==> config.mk <==
export PLATFORM = sky130hd
export DESIGN_NAME = multicycle_control
export DESIGN_NICKNAME = d
export VERILOG_FILES = /design/src/rtl/multicycle_control.sv
export SDC_FILE = /design/constraint.sdc
export NUM_CORES = 1
export LEC_CHECK = 0
export BUFFER_PORTS_ARGS = -buffer_cell sky130_fd_sc_hd__buf_2
export CORE_MARGIN = 3
export CORE_UTILIZATION = 59
export DETAILED_ROUTE_END_ITERATION = 6
export PLACE_DENSITY = 0.83
export REMOVE_ABC_BUFFERS = 1
export SLEW_MARGIN = 25
export SYNTH_ARGS = -nofsm -noshare
export SYNTH_HDL_FRONTEND = slang
export SYNTH_SLANG_ARGS = --single-unit
==> constraint.sdc <==
create_clock -name clk -period 4 [get_ports clk]
set_clock_uncertainty 0.05 [all_clocks]
set_input_delay 0.6 -clock clk [delete_from_list [all_inputs] [get_ports clk]]
set_output_delay 0.6 -clock clk [all_outputs]
set_load 0.05 [all_outputs]
==> src/rtl/multicycle_control.sv <==
// Control FSM for a multicycle RV-style core: sequences fetch, decode, execute,
// memory and writeback, and bounds every memory handshake with a timeout.
module multicycle_control #(
  parameter int WORDSIZE       = 64,
  parameter int TIMEOUT_CYCLES = 255
) (
  input  logic        clk,
  input  logic        reset,
  input  logic        start,
  input  logic [6:0]  opcode,
  input  logic        branch_taken,
  output logic        imem_req,
  input  logic        imem_ready,
  output logic        dmem_req,
  input  logic        dmem_ready,
  output logic        ir_write_en,
  output logic        pc_write_en,
  output logic        rf_write_en,
  output logic        dm_write_en,
  output logic [1:0]  pc_src,
  output logic [1:0]  wb_sel,
  output logic        alu_src_b,
  output logic        finished,
  output logic        illegal,
  output logic        bus_error,
  output logic [2:0]  state,
  output logic [31:0] instr_count
);

  localparam logic [6:0] OP_R      = 7'b0110011;
  localparam logic [6:0] OP_RW     = 7'b0111011;
  localparam logic [6:0] OP_IMM    = 7'b0010011;
  localparam logic [6:0] OP_IMMW   = 7'b0011011;
  localparam logic [6:0] OP_LOAD   = 7'b0000011;
  localparam logic [6:0] OP_STORE  = 7'b0100011;
  localparam logic [6:0] OP_BRANCH = 7'b1100011;
  localparam logic [6:0] OP_JAL    = 7'b1101111;
  localparam logic [6:0] OP_JALR   = 7'b1100111;
  localparam logic [6:0] OP_LUI    = 7'b0110111;
  localparam logic [6:0] OP_AUIPC  = 7'b0010111;
  localparam logic [6:0] OP_SYSTEM = 7'b1110011;

  localparam int CW = $clog2(TIMEOUT_CYCLES + 1);
  localparam logic [CW-1:0] WAIT_LAST = CW'(TIMEOUT_CYCLES - 1);

  typedef enum logic [2:0] {
    S_IDLE   = 3'd0,
    S_FETCH  = 3'd1,
    S_DECODE = 3'd2,
    S_EXEC   = 3'd3,
    S_MEM    = 3'd4,
    S_WB     = 3'd5,
    S_HALT   = 3'd6
  } state_t;

  state_t        state_reg;
  logic [6:0]    opcode_reg;
  logic [CW-1:0] wait_reg;
  logic [31:0]   instr_count_reg;
  logic          illegal_reg;
  logic          bus_error_reg;
  logic          opcode_legal;
  logic          unused_wordsize;

  // Datapath width has no bearing on sequencing.
  assign unused_wordsize = (WORDSIZE > 0);

  assign opcode_legal = opcode inside {OP_R, OP_RW, OP_IMM, OP_IMMW, OP_LOAD, OP_STORE,
                                       OP_BRANCH, OP_JAL, OP_JALR, OP_LUI, OP_AUIPC, OP_SYSTEM};

  assign state       = state_reg;
  assign instr_count = instr_count_reg;
  assign illegal     = illegal_reg;
  assign bus_error   = bus_error_reg;
  assign finished    = (state_reg == S_HALT);

  always_comb begin
    imem_req    = 1'b0;
    dmem_req    = 1'b0;
    ir_write_en = 1'b0;
    pc_write_en = 1'b0;
    rf_write_en = 1'b0;
    dm_write_en = 1'b0;
    pc_src      = 2'b00;
    wb_sel      = 2'b00;
    alu_src_b   = 1'b0;
    case (state_reg)
      S_FETCH: begin
        imem_req    = 1'b1;
        ir_write_en = imem_ready;
      end
      S_EXEC: begin
        alu_src_b = !(opcode_reg inside {OP_R, OP_RW, OP_BRANCH});
        if (opcode_reg == OP_BRANCH) begin
          pc_write_en = 1'b1;
          pc_src      = branch_taken ? 2'b01 : 2'b00;
        end
      end
      S_MEM: begin
        dmem_req = 1'b1;
        if (opcode_reg == OP_STORE && dmem_ready) begin
          dm_write_en = 1'b1;
          pc_write_en = 1'b1;
        end
      end
      S_WB: begin
        rf_write_en = 1'b1;
        pc_write_en = 1'b1;
        case (opcode_reg)
          OP_LOAD: wb_sel = 2'b01;
          OP_JAL: begin
            wb_sel = 2'b10;
            pc_src = 2'b01;
          end
          OP_JALR: begin
            wb_sel = 2'b10;
            pc_src = 2'b10;
          end
          default: ;
        endcase
      end
      default: ;
    endcase
  end

  always_ff @(posedge clk) begin
    if (reset) begin
      state_reg       <= S_IDLE;
      opcode_reg      <= '0;
      wait_reg        <= '0;
      instr_count_reg <= '0;
      illegal_reg     <= 1'b0;
      bus_error_reg   <= 1'b0;
    end else begin
      // pc_write_en is the single retirement marker.
      if (pc_write_en) instr_count_reg <= instr_count_reg + 32'd1;
      case (state_reg)
        S_IDLE: begin
          if (start) begin
            state_reg <= S_FETCH;
            wait_reg  <= '0;
          end
        end
        S_FETCH: begin
          if (imem_ready) begin
            state_reg <= S_DECODE;
            wait_reg  <= '0;
          end else if (wait_reg == WAIT_LAST) begin
            state_reg     <= S_HALT;
            bus_error_reg <= 1'b1;
          end else begin
            wait_reg <= wait_reg + CW'(1);
          end
        end
        S_DECODE: begin
          opcode_reg <= opcode;
          if (opcode == OP_SYSTEM) begin
            state_reg <= S_HALT;
          end else if (!opcode_legal) begin
            state_reg   <= S_HALT;
            illegal_reg <= 1'b1;
          end else begin
            state_reg <= S_EXEC;
          end
        end
        S_EXEC: begin
          if (opcode_reg == OP_BRANCH) begin
            state_reg <= S_FETCH;
            wait_reg  <= '0;
          end else if (opcode_reg == OP_LOAD || opcode_reg == OP_STORE) begin
            state_reg <= S_MEM;
            wait_reg  <= '0;
          end else begin
            state_reg <= S_WB;
          end
        end
        S_MEM: begin
          if (dmem_ready) begin
            state_reg <= (opcode_reg == OP_STORE) ? S_FETCH : S_WB;
            wait_reg  <= '0;
          end else if (wait_reg == WAIT_LAST) begin
            state_reg     <= S_HALT;
            bus_error_reg <= 1'b1;
          end else begin
            wait_reg <= wait_reg + CW'(1);
          end
        end
        S_WB: begin
          state_reg <= S_FETCH;
          wait_reg  <= '0;
        end
        S_HALT: state_reg <= S_HALT;
        default: state_reg <= S_IDLE;
      endcase
    end
  end

endmodule

==> flow_metrics.env, run 1 <==
export IMPL_cts_tree="yes"
export IMPL_fin_tns_setup_ns=0
export IMPL_critPathArrivalTime_ns=2.43
export IMPL_num_antenna_cells=0
export IMPL_fillers=389
export IMPL_fin_area_um2=3300
export IMPL_worst_slew_pin_slew_ns=0.909
export IMPL_h_tree_depth=2
export IMPL_final_util=0.727
export IMPL_syn_inst=361
export IMPL_multi_input_area_um2=1720
export IMPL_slew_headroom=0.394
export IMPL_slew_violations=0
export IMPL_clockRootBuffer="clkbuf_8"
export IMPL_dieHeight_um=76.0
export IMPL_ir_drop_mv=0.181
export IMPL_routed_wl_mm=6.46
export IMPL_finalPower_uw=945
export IMPL_final_min_clock_period_ns=3.08
export IMPL_grt_max_degree=51
export IMPL_async_reset_ff_frac=0
export IMPL_drt_iter0_markers=170
export IMPL_synth_area_um2=2890
export IMPL_portBuffers=61
export IMPL_io_pins=62
export IMPL_pre_cts_ws_ns=1.09
export IMPL_gp_congestion=0.860
export IMPL_grt_overflow_total=0
export IMPL_clock_sinks=52
export IMPL_dp_cells=468
export IMPL_final_cell_mix="buf_2, dfxtp_1, nor2_1, a21oi_1, o21ai_0"
export IMPL_cts_buffers=5
export IMPL_pwr_density_cell_nw_per_um2=287
export IMPL_grt_usage=0.230
export IMPL_setup_viol=0
export IMPL_clk_pin_slew_worst_paths_ns=0.09
export IMPL_die_w_um=76.0
export IMPL_dp_hpwl_mm=4.58
export IMPL_drive_above_1_share=0.195
export IMPL_rsz0062_at_grt="no"
export IMPL_vias_per_cell=5.93
export IMPL_synth_ff_type="dfxtp_1"
export IMPL_crit_fanout=18
export IMPL_period_share=0.771
export IMPL_timing_hold_ws_ns=0.394
export IMPL_ant_nets=0
export IMPL_leakagePower_nw=1.21
export IMPL_drc_errors=0
export IMPL_yosys_warnings=0
export IMPL_clock_fmax_mhz=324
export IMPL_clkLatencyLatePin_ns=0.30
export IMPL_seqCellArea_um2=1040
export IMPL_holdBufCountCts=0
export IMPL_hold_viol_final=0
export IMPL_hp_class="flip-flop to flip-flop"
export IMPL_synth_avg_cell_area_um2=8.00
export IMPL_cts_resized=0
export IMPL_final_cells=476
export IMPL_finalWorstSetupSlack_ns=0.915
export IMPL_grt_pass1_vias=2537
export IMPL_wl_per_cell_um=13.6
export IMPL_layout_commonest_cell="buf_2"
export IMPL_critPathKind="flip-flop to primary output"
export IMPL_cts_post_setup_buffers_inserted=0
export IMPL_initial_core_util=0.637
export IMPL_synth_edf_count=0
export IMPL_nets=426
export IMPL_core_area_um2=4530
export IMPL_drv_cap=0
export IMPL_cp_start_kind="flip-flop"
export IMPL_synth_seq_cells=52
export IMPL_status="finished clean"
export IMPL_antenna_found_initial=0
export IMPL_synth_cell_types=54
export IMPL_area_growth_pct=14.1
export IMPL_largest_reg_flops=32
export IMPL_required_ns=3.35
export IMPL_vias=2824
export IMPL_clock_path_buffers=2
export IMPL_grt_first_pass_wirelength_mm=11.4
export IMPL_end_kind="primary output"
export IMPL_die_area_um2=5770
export IMPL_seq_area_frac_synth=0.360
export IMPL_dr_pass1_iters=4
export IMPL_rows=24
export IMPL_placed_cell_area_um2=3200
==> logic make-up (layout without fill, tap and decap cells) <==
family                   after synthesis  after routing  synth area share
adder cells (fa/ha/maj)                4              4            0.0165
AO/OA/AOI/OAI                        100            100             0.222
multiplexers                          11             11            0.0386
XOR/XNOR                              15             15            0.0455
buffers and inverters                 33             83            0.0442
flip-flops                            52             52             0.360
AND/OR/NAND/NOR                      146            146             0.273
==> worst max-delay path: stages, from the launching register on <==
cell     delay, ns
dfxtp_1       0.68
nand4_1       0.62
a21oi_1       0.49
buf_2         0.33
==> power by group <==
| part | switching [mW] | internal, mW |
|---|---|---|
| Sequential | 0.0143 | 0.523 |
| Clock | 0.170 | 0.138 |
| Combinational | 0.0646 | 0.0335 |
| Total | 0.249 | 0.695 |
==> area by class of cell <==
cell class	instances	area share
multi-input combinational	276	0.523
clock buffer	6	0.0251
tap	65	0.0247
clock inverter	2	0.00304
inverter	14	0.0159
timing repair buffer	61	0.0926
sequential	52	0.316
==> final timing paths <==
kind / start / to / slack, ns / cells after the start
worst max register to register: state[0]$_SDFFE_PP0P_ / instr_count[28]$_SDFFE_PP0P_ / 1.27 / 4
worst min register to register: illegal$_SDFFE_PP0P_ / illegal$_SDFFE_PP0P_ / 0.39 / 2
worst max-delay path: state[0]$_SDFFE_PP0P_ / pc_write_en / 0.92 / 3
worst min-delay path: illegal$_SDFFE_PP0P_ / illegal$_SDFFE_PP0P_ / 0.39 / 2
==> cells in the mapped netlist (all sizes together), types with 3 or more instances <==
| library cell | instances | area share |
|---|---|---|
| inv | 14 | 0.018 |
| or4 | 4 | 0.010 |
| xnor2 | 12 | 0.036 |
| clkbuf | 16 | 0.021 |
| and4 | 5 | 0.015 |
| buf | 3 | 0.0052 |
| o31ai | 3 | 0.0078 |
| mux2i | 10 | 0.035 |
| o21a | 3 | 0.0078 |
| xor2 | 3 | 0.0091 |
| and3 | 3 | 0.0065 |
| or3 | 11 | 0.026 |
| nor2b | 6 | 0.013 |
| nand4 | 11 | 0.026 |
| and2 | 5 | 0.011 |
| nand2b | 3 | 0.0065 |
| nand2 | 21 | 0.027 |
| nor4 | 3 | 0.0065 |
| a2111oi | 10 | 0.032 |
| nand3 | 17 | 0.029 |
| a21oi | 35 | 0.061 |
| ha | 3 | 0.013 |
| nor3 | 9 | 0.017 |
| dfxtp | 52 | 0.36 |
| nor2 | 38 | 0.049 |
| nand4b | 3 | 0.0091 |
| o21ai | 25 | 0.043 |
==> layer usage <==
metal / global-route usage / share of wire / vias to the layer above / routed length [um]
li1: - / - / 1427 / -
met1: 0.307 / 0.48 / 1303 / 3080
met2: 0.390 / 0.46 / 86 / 2980
met3: 0.0308 / 0.050 / 8 / 325
met4: 0.0652 / 0.012 / 0 / 78
met5: 0 / 0 / - / 0
No activity file was read; power rests on OpenSTA's default activity.
==> run 2: changes to the inputs <==
- CORE_UTILIZATION: 59 -> 49
- PLACE_DENSITY: 0.83 -> 0.74
- clock period: 4 -> 2.6 ns (I/O delays scaled with it)
==> run 2 against run 1 <==
Global-route usage is 2.4 points lower. Register-to-register slack worse by 0.97 ns. Cell area is 3.1% higher. Clock power is 44% higher.
==> flow_metrics.env, run 2 (synthesized netlist as in run 1, its figures left out) <==
export IMPL_drc_errors=0
export IMPL_ant_nets=0
export IMPL_rows=27
export IMPL_final_min_clock_period_ns=2.44
export IMPL_finalWorstSetupSlack_ns=0.163
export IMPL_die_area_um2=6850
export IMPL_critPathKind="flip-flop to primary output"
export IMPL_cp_start_kind="flip-flop"
export IMPL_initial_core_util=0.515
export IMPL_cts_tree="yes"
export IMPL_clock_sinks=52
export IMPL_vias_per_cell=5.65
export IMPL_vias=2796
export IMPL_slew_violations=0
export IMPL_pwr_density_cell_nw_per_um2=423
export IMPL_period_share=0.937
export IMPL_pre_cts_ws_ns=0.287
export IMPL_cts_buffers=5
export IMPL_grt_first_pass_wirelength_mm=11.2
export IMPL_end_kind="primary output"
export IMPL_layout_commonest_cell="buf_2"
export IMPL_antenna_found_initial=0
export IMPL_clock_path_buffers=2
export IMPL_crit_fanout=15
export IMPL_clock_fmax_mhz=410
export IMPL_grt_overflow_total=0
export IMPL_grt_pass1_vias=2532
export IMPL_placed_cell_area_um2=3310
export IMPL_clockRootBuffer="clkbuf_8"
export IMPL_finalPower_mw=1.44
export IMPL_die_w_um=82.8
export IMPL_dp_hpwl_mm=5.01
export IMPL_status="finished clean"
export IMPL_io_pins=62
export IMPL_grt_usage=0.207
export IMPL_rsz0062_at_grt="no"
export IMPL_fin_tns_setup_ns=0
export IMPL_drt_iter0_markers=123
export IMPL_critPathArrivalTime_ns=2.00
export IMPL_h_tree_depth=2
export IMPL_clkLatencyLatePin_ns=0.30
export IMPL_ir_drop_mv=0.283
export IMPL_dr_pass1_iters=4
export IMPL_grt_max_degree=20
export IMPL_worst_slew_pin_slew_ns=0.739
export IMPL_timing_hold_ws_ns=0.287
export IMPL_hp_class="primary input to flip-flop"
export IMPL_hold_viol_final=0
export IMPL_num_antenna_cells=0
export IMPL_cts_post_setup_buffers_inserted=0
export IMPL_wl_per_cell_um=13.6
export IMPL_area_growth_pct=17.6
export IMPL_nets=439
export IMPL_drv_cap=0
export IMPL_largest_reg_flops=32
export IMPL_final_cell_mix="buf_2, dfxtp_1, nor2_1, a21oi_1, o21ai_0"
export IMPL_fillers=528
export IMPL_drive_above_1_share=0.220
export IMPL_setup_viol=0
export IMPL_leakagePower_nw=1.27
export IMPL_slew_headroom=0.504
export IMPL_routed_wl_mm=6.72
export IMPL_gp_congestion=0.895
export IMPL_dieHeight_um=82.8
export IMPL_portBuffers=61
export IMPL_core_area_um2=5610
export IMPL_clk_pin_slew_worst_paths_ns=0.09
export IMPL_fin_area_um2=3400
export IMPL_required_ns=2.16
==> run 2: cell types whose count changed in the layout (fill, tap and decap cells not counted), sizes merged <==
cell / before / now
buf: 61 / 74
clkbuf: 6 / 5
clkinv: 2 / 1
clkinvlp: 0 / 1
==> run 2: where the power goes <==
group          total, mW  internal, mW  switching (mW)
sequential         0.818         0.805          0.0134
combinational      0.172        0.0611           0.111
clock              0.446         0.183           0.263
total               1.44          1.05           0.387
==> run 2: worst paths after layout <==
check	start	endpoint	cells after the start	slack, ns
setup / recovery	opcode_reg[2]$_SDFFE_PP0P_	pc_write_en	4	0.16
hold / removal	opcode[0]	opcode_reg[0]$_SDFFE_PP0P_	3	0.29
setup reg to reg	instr_count[0]$_SDFFE_PP0P_	instr_count[22]$_SDFFE_PP0P_	6	0.30
hold reg to reg	illegal$_SDFFE_PP0P_	illegal$_SDFFE_PP0P_	2	0.40
==> run 2: worst max-delay path: stages (launching register included) <==
cell     delay (ns)
dfxtp_1        0.35
or3_4          0.41
o21a_1         0.35
a21oi_2        0.27
buf_2          0.30
==> run 2: per-layer routing <==
metal	vias up	track usage	wire length, um
li1	1458	-	-
met1	1273	0.259	3240
met2	54	0.352	3070
met3	11	0.0389	289
met4	0	0.0752	118
met5	-	0	0
==> run 2: stage by stage <==
| step | cells | util |
|---|---|---|
| 2_1_floorplan | 342 | - |
| 6_report | 495 | 0.606 |
| 3_3_place_gp | 488 | 0.589 |
| 4_1_cts | 495 | 0.604 |
| 3_5_place_dp | 488 | 0.589 |
| 5_1_grt | 495 | 0.606 |
==> run 2: cell type report <==
type | instances | area, um2 | area share
multi-input cells | 276 | 1730 | 0.509
repair buffers | 74 | 403 | 0.119
clock inverters | 2 | 12.5 | 0.00368
well taps | 72 | 90.1 | 0.0265
clock buffers | 5 | 68.8 | 0.0203
inverters | 14 | 52.6 | 0.0155
flip-flops and latches | 52 | 1040 | 0.306
==> run 2: timing repair <==
action	CTS	global route
resized for setup	0	2
hold buffers	0	0
endpoints found under the setup margin	0	3
==> run 3: changes to the inputs <==
- CORE_UTILIZATION: 49 -> 59
- PLACE_DENSITY: 0.74 -> 0.83
- clock period: 2.6 -> 3.04 ns (I/O delays scaled with it)
==> run 3 against run 2 <==
Worst setup slack improved by 0.083 ns. Cell count fell by 2.4%. Flip-flop and latch count stayed put. Combinational power shrank 18%. Register-to-register slack better by 0.22 ns. Via count grew 4.0%. Routed wire length rose by 1.7%.
==> flow_metrics.env, run 3 (synthesized netlist as in run 1, its figures left out) <==
export IMPL_layout_commonest_cell="buf_2"
export IMPL_dr_pass1_iters=4
export IMPL_final_cells=483
export IMPL_clock_path_buffers=2
export IMPL_slew_violations=0
export IMPL_setup_viol=0
export IMPL_drc_errors=0
export IMPL_die_w_um=76.0
export IMPL_core_area_um2=4530
export IMPL_grt_overflow_total=0
export IMPL_final_cell_mix="buf_2, dfxtp_1, nor2_1, a21oi_1, o21ai_0"
export IMPL_initial_core_util=0.637
export IMPL_rows=24
export IMPL_leakagePower_nw=1.26
export IMPL_crit_fanout=18
export IMPL_ir_drop_mv=0.327
export IMPL_clock_fmax_mhz=358
export IMPL_cts_tree="yes"
export IMPL_cp_num_buf_inv=1
export IMPL_vias_per_cell=6.02
export IMPL_holdBufCountCts=0
export IMPL_nets=433
export IMPL_die_area_um2=5770
export IMPL_crit_chain="nand3b_1 > o21a_1 > a21oi_1 > buf_2"
export IMPL_dp_cells=475
export IMPL_hold_viol_final=0
export IMPL_pre_cts_ws_ns=0.573
export IMPL_portBuffers=61
export IMPL_grt_usage=0.233
export IMPL_slew_headroom=0.422
export IMPL_grt_max_degree=29
export IMPL_pwr_density_cell_nw_per_um2=399
export IMPL_antenna_found_initial=0
export IMPL_grt_first_pass_wirelength_mm=11.6
export IMPL_wl_per_cell_um=14.2
export IMPL_cts_resized=0
export IMPL_path_delay_family="flip-flops"
export IMPL_h_tree_depth=2
export IMPL_crit_path_max_incr_delay_ns=0.69
export IMPL_dieHeight_um=76.0
export IMPL_cts_post_setup_buffers_inserted=0
export IMPL_rsz0062_at_grt="no"
export IMPL_critPathArrivalTime_ns=2.29
export IMPL_largest_reg_flops=32
export IMPL_io_pins=62
export IMPL_clock_sinks=52
export IMPL_gp_congestion=0.812
export IMPL_ant_nets=0
export IMPL_placed_cell_area_um2=3250
export IMPL_required_ns=2.53
export IMPL_final_util=0.744
export IMPL_clockRootBuffer="clkbuf_8"
export IMPL_area_growth_pct=16.8
export IMPL_drive_above_1_share=0.206
export IMPL_critPathKind="flip-flop to primary output"
export IMPL_end_kind="primary output"
export IMPL_fin_area_um2=3370
export IMPL_clkLatencyLatePin_ns=0.31
export IMPL_drt_iter0_markers=196
export IMPL_drv_cap=0
export IMPL_grt_pass1_vias=2508
export IMPL_cts_buffers=5
export IMPL_num_antenna_cells=0
export IMPL_dp_hpwl_mm=4.85
export IMPL_clk_pin_slew_worst_paths_ns=0.09
export IMPL_period_share=0.919
export IMPL_critical_path_slowest_cell="dfxtp_1"
export IMPL_routed_wl_mm=6.84
export IMPL_hp_class="primary input to flip-flop"
export IMPL_finalWorstSetupSlack_ns=0.246
export IMPL_worst_slew_pin_slew_ns=0.866
export IMPL_cp_start_kind="flip-flop"
export IMPL_status="finished clean"
export IMPL_vias=2909
export IMPL_final_min_clock_period_ns=2.79
run 3: cell types whose count changed in the layout (fill, tap and decap cells not counted), sizes merged:
| cell | before | now |
|---|---|---|
| buf | 74 | 68 |
| bufinv | 0 | 1 |
| clkbuf | 5 | 6 |
| clkinvlp | 1 | 0 |
run 3: power breakdown:
group          internal [mW]  total [mW]  leakage, nW  switching [mW]
clock network          0.270       0.503       0.0614           0.233
registers              0.689       0.703        0.419          0.0143
logic                 0.0490       0.141        0.775          0.0921
run 3: worst paths after layout:
path / from / end / slack (ns) / cells after the start
setup / recovery: state[0]$_SDFFE_PP0P_ / pc_write_en / 0.25 / 4
hold / removal: opcode[0] / opcode_reg[0]$_SDFFE_PP0P_ / 0.36 / 3
setup reg to reg: state[0]$_SDFFE_PP0P_ / instr_count[28]$_SDFFE_PP0P_ / 0.52 / 5
hold reg to reg: illegal$_SDFFE_PP0P_ / illegal$_SDFFE_PP0P_ / 0.40 / 2
run 3: final cells by class:
class	count	area [um2]
Multi-Input combinational cell	276	1720
Fill cell	352	1160
Sequential cell	52	1040
Timing Repair Buffer	68	358
Clock buffer	6	82.6
Tap cell	65	81.3
Inverter	14	52.6
Clock inverter	2	38.8
run 3: metal layers:
layer  share of wire  wire (um)  global-route usage  vias to the layer above
met5               0          0                   0                        -
met3           0.057        392              0.0415                        8
met1            0.46       3170               0.321                     1353
met2            0.47       3220               0.380                      100
met4          0.0080         55              0.0543                        0
li1                -          -                   -                     1448
run 3: worst min-delay path: stages:
cell and delay, ns:
buf_2 0.09, mux2i_1 0.06, nor2_1 0.07
run 3: stage by stage:
step	TNS [ns]	hold WS (ns)	power (mW)
floorplan	-2.49	0.411	0.807
global placement	0	0.381	0.854
detailed placement	0	0.386	0.858
CTS	0	0.355	1.35
global route	0	0.374	1.40
finish	0	0.356	1.35
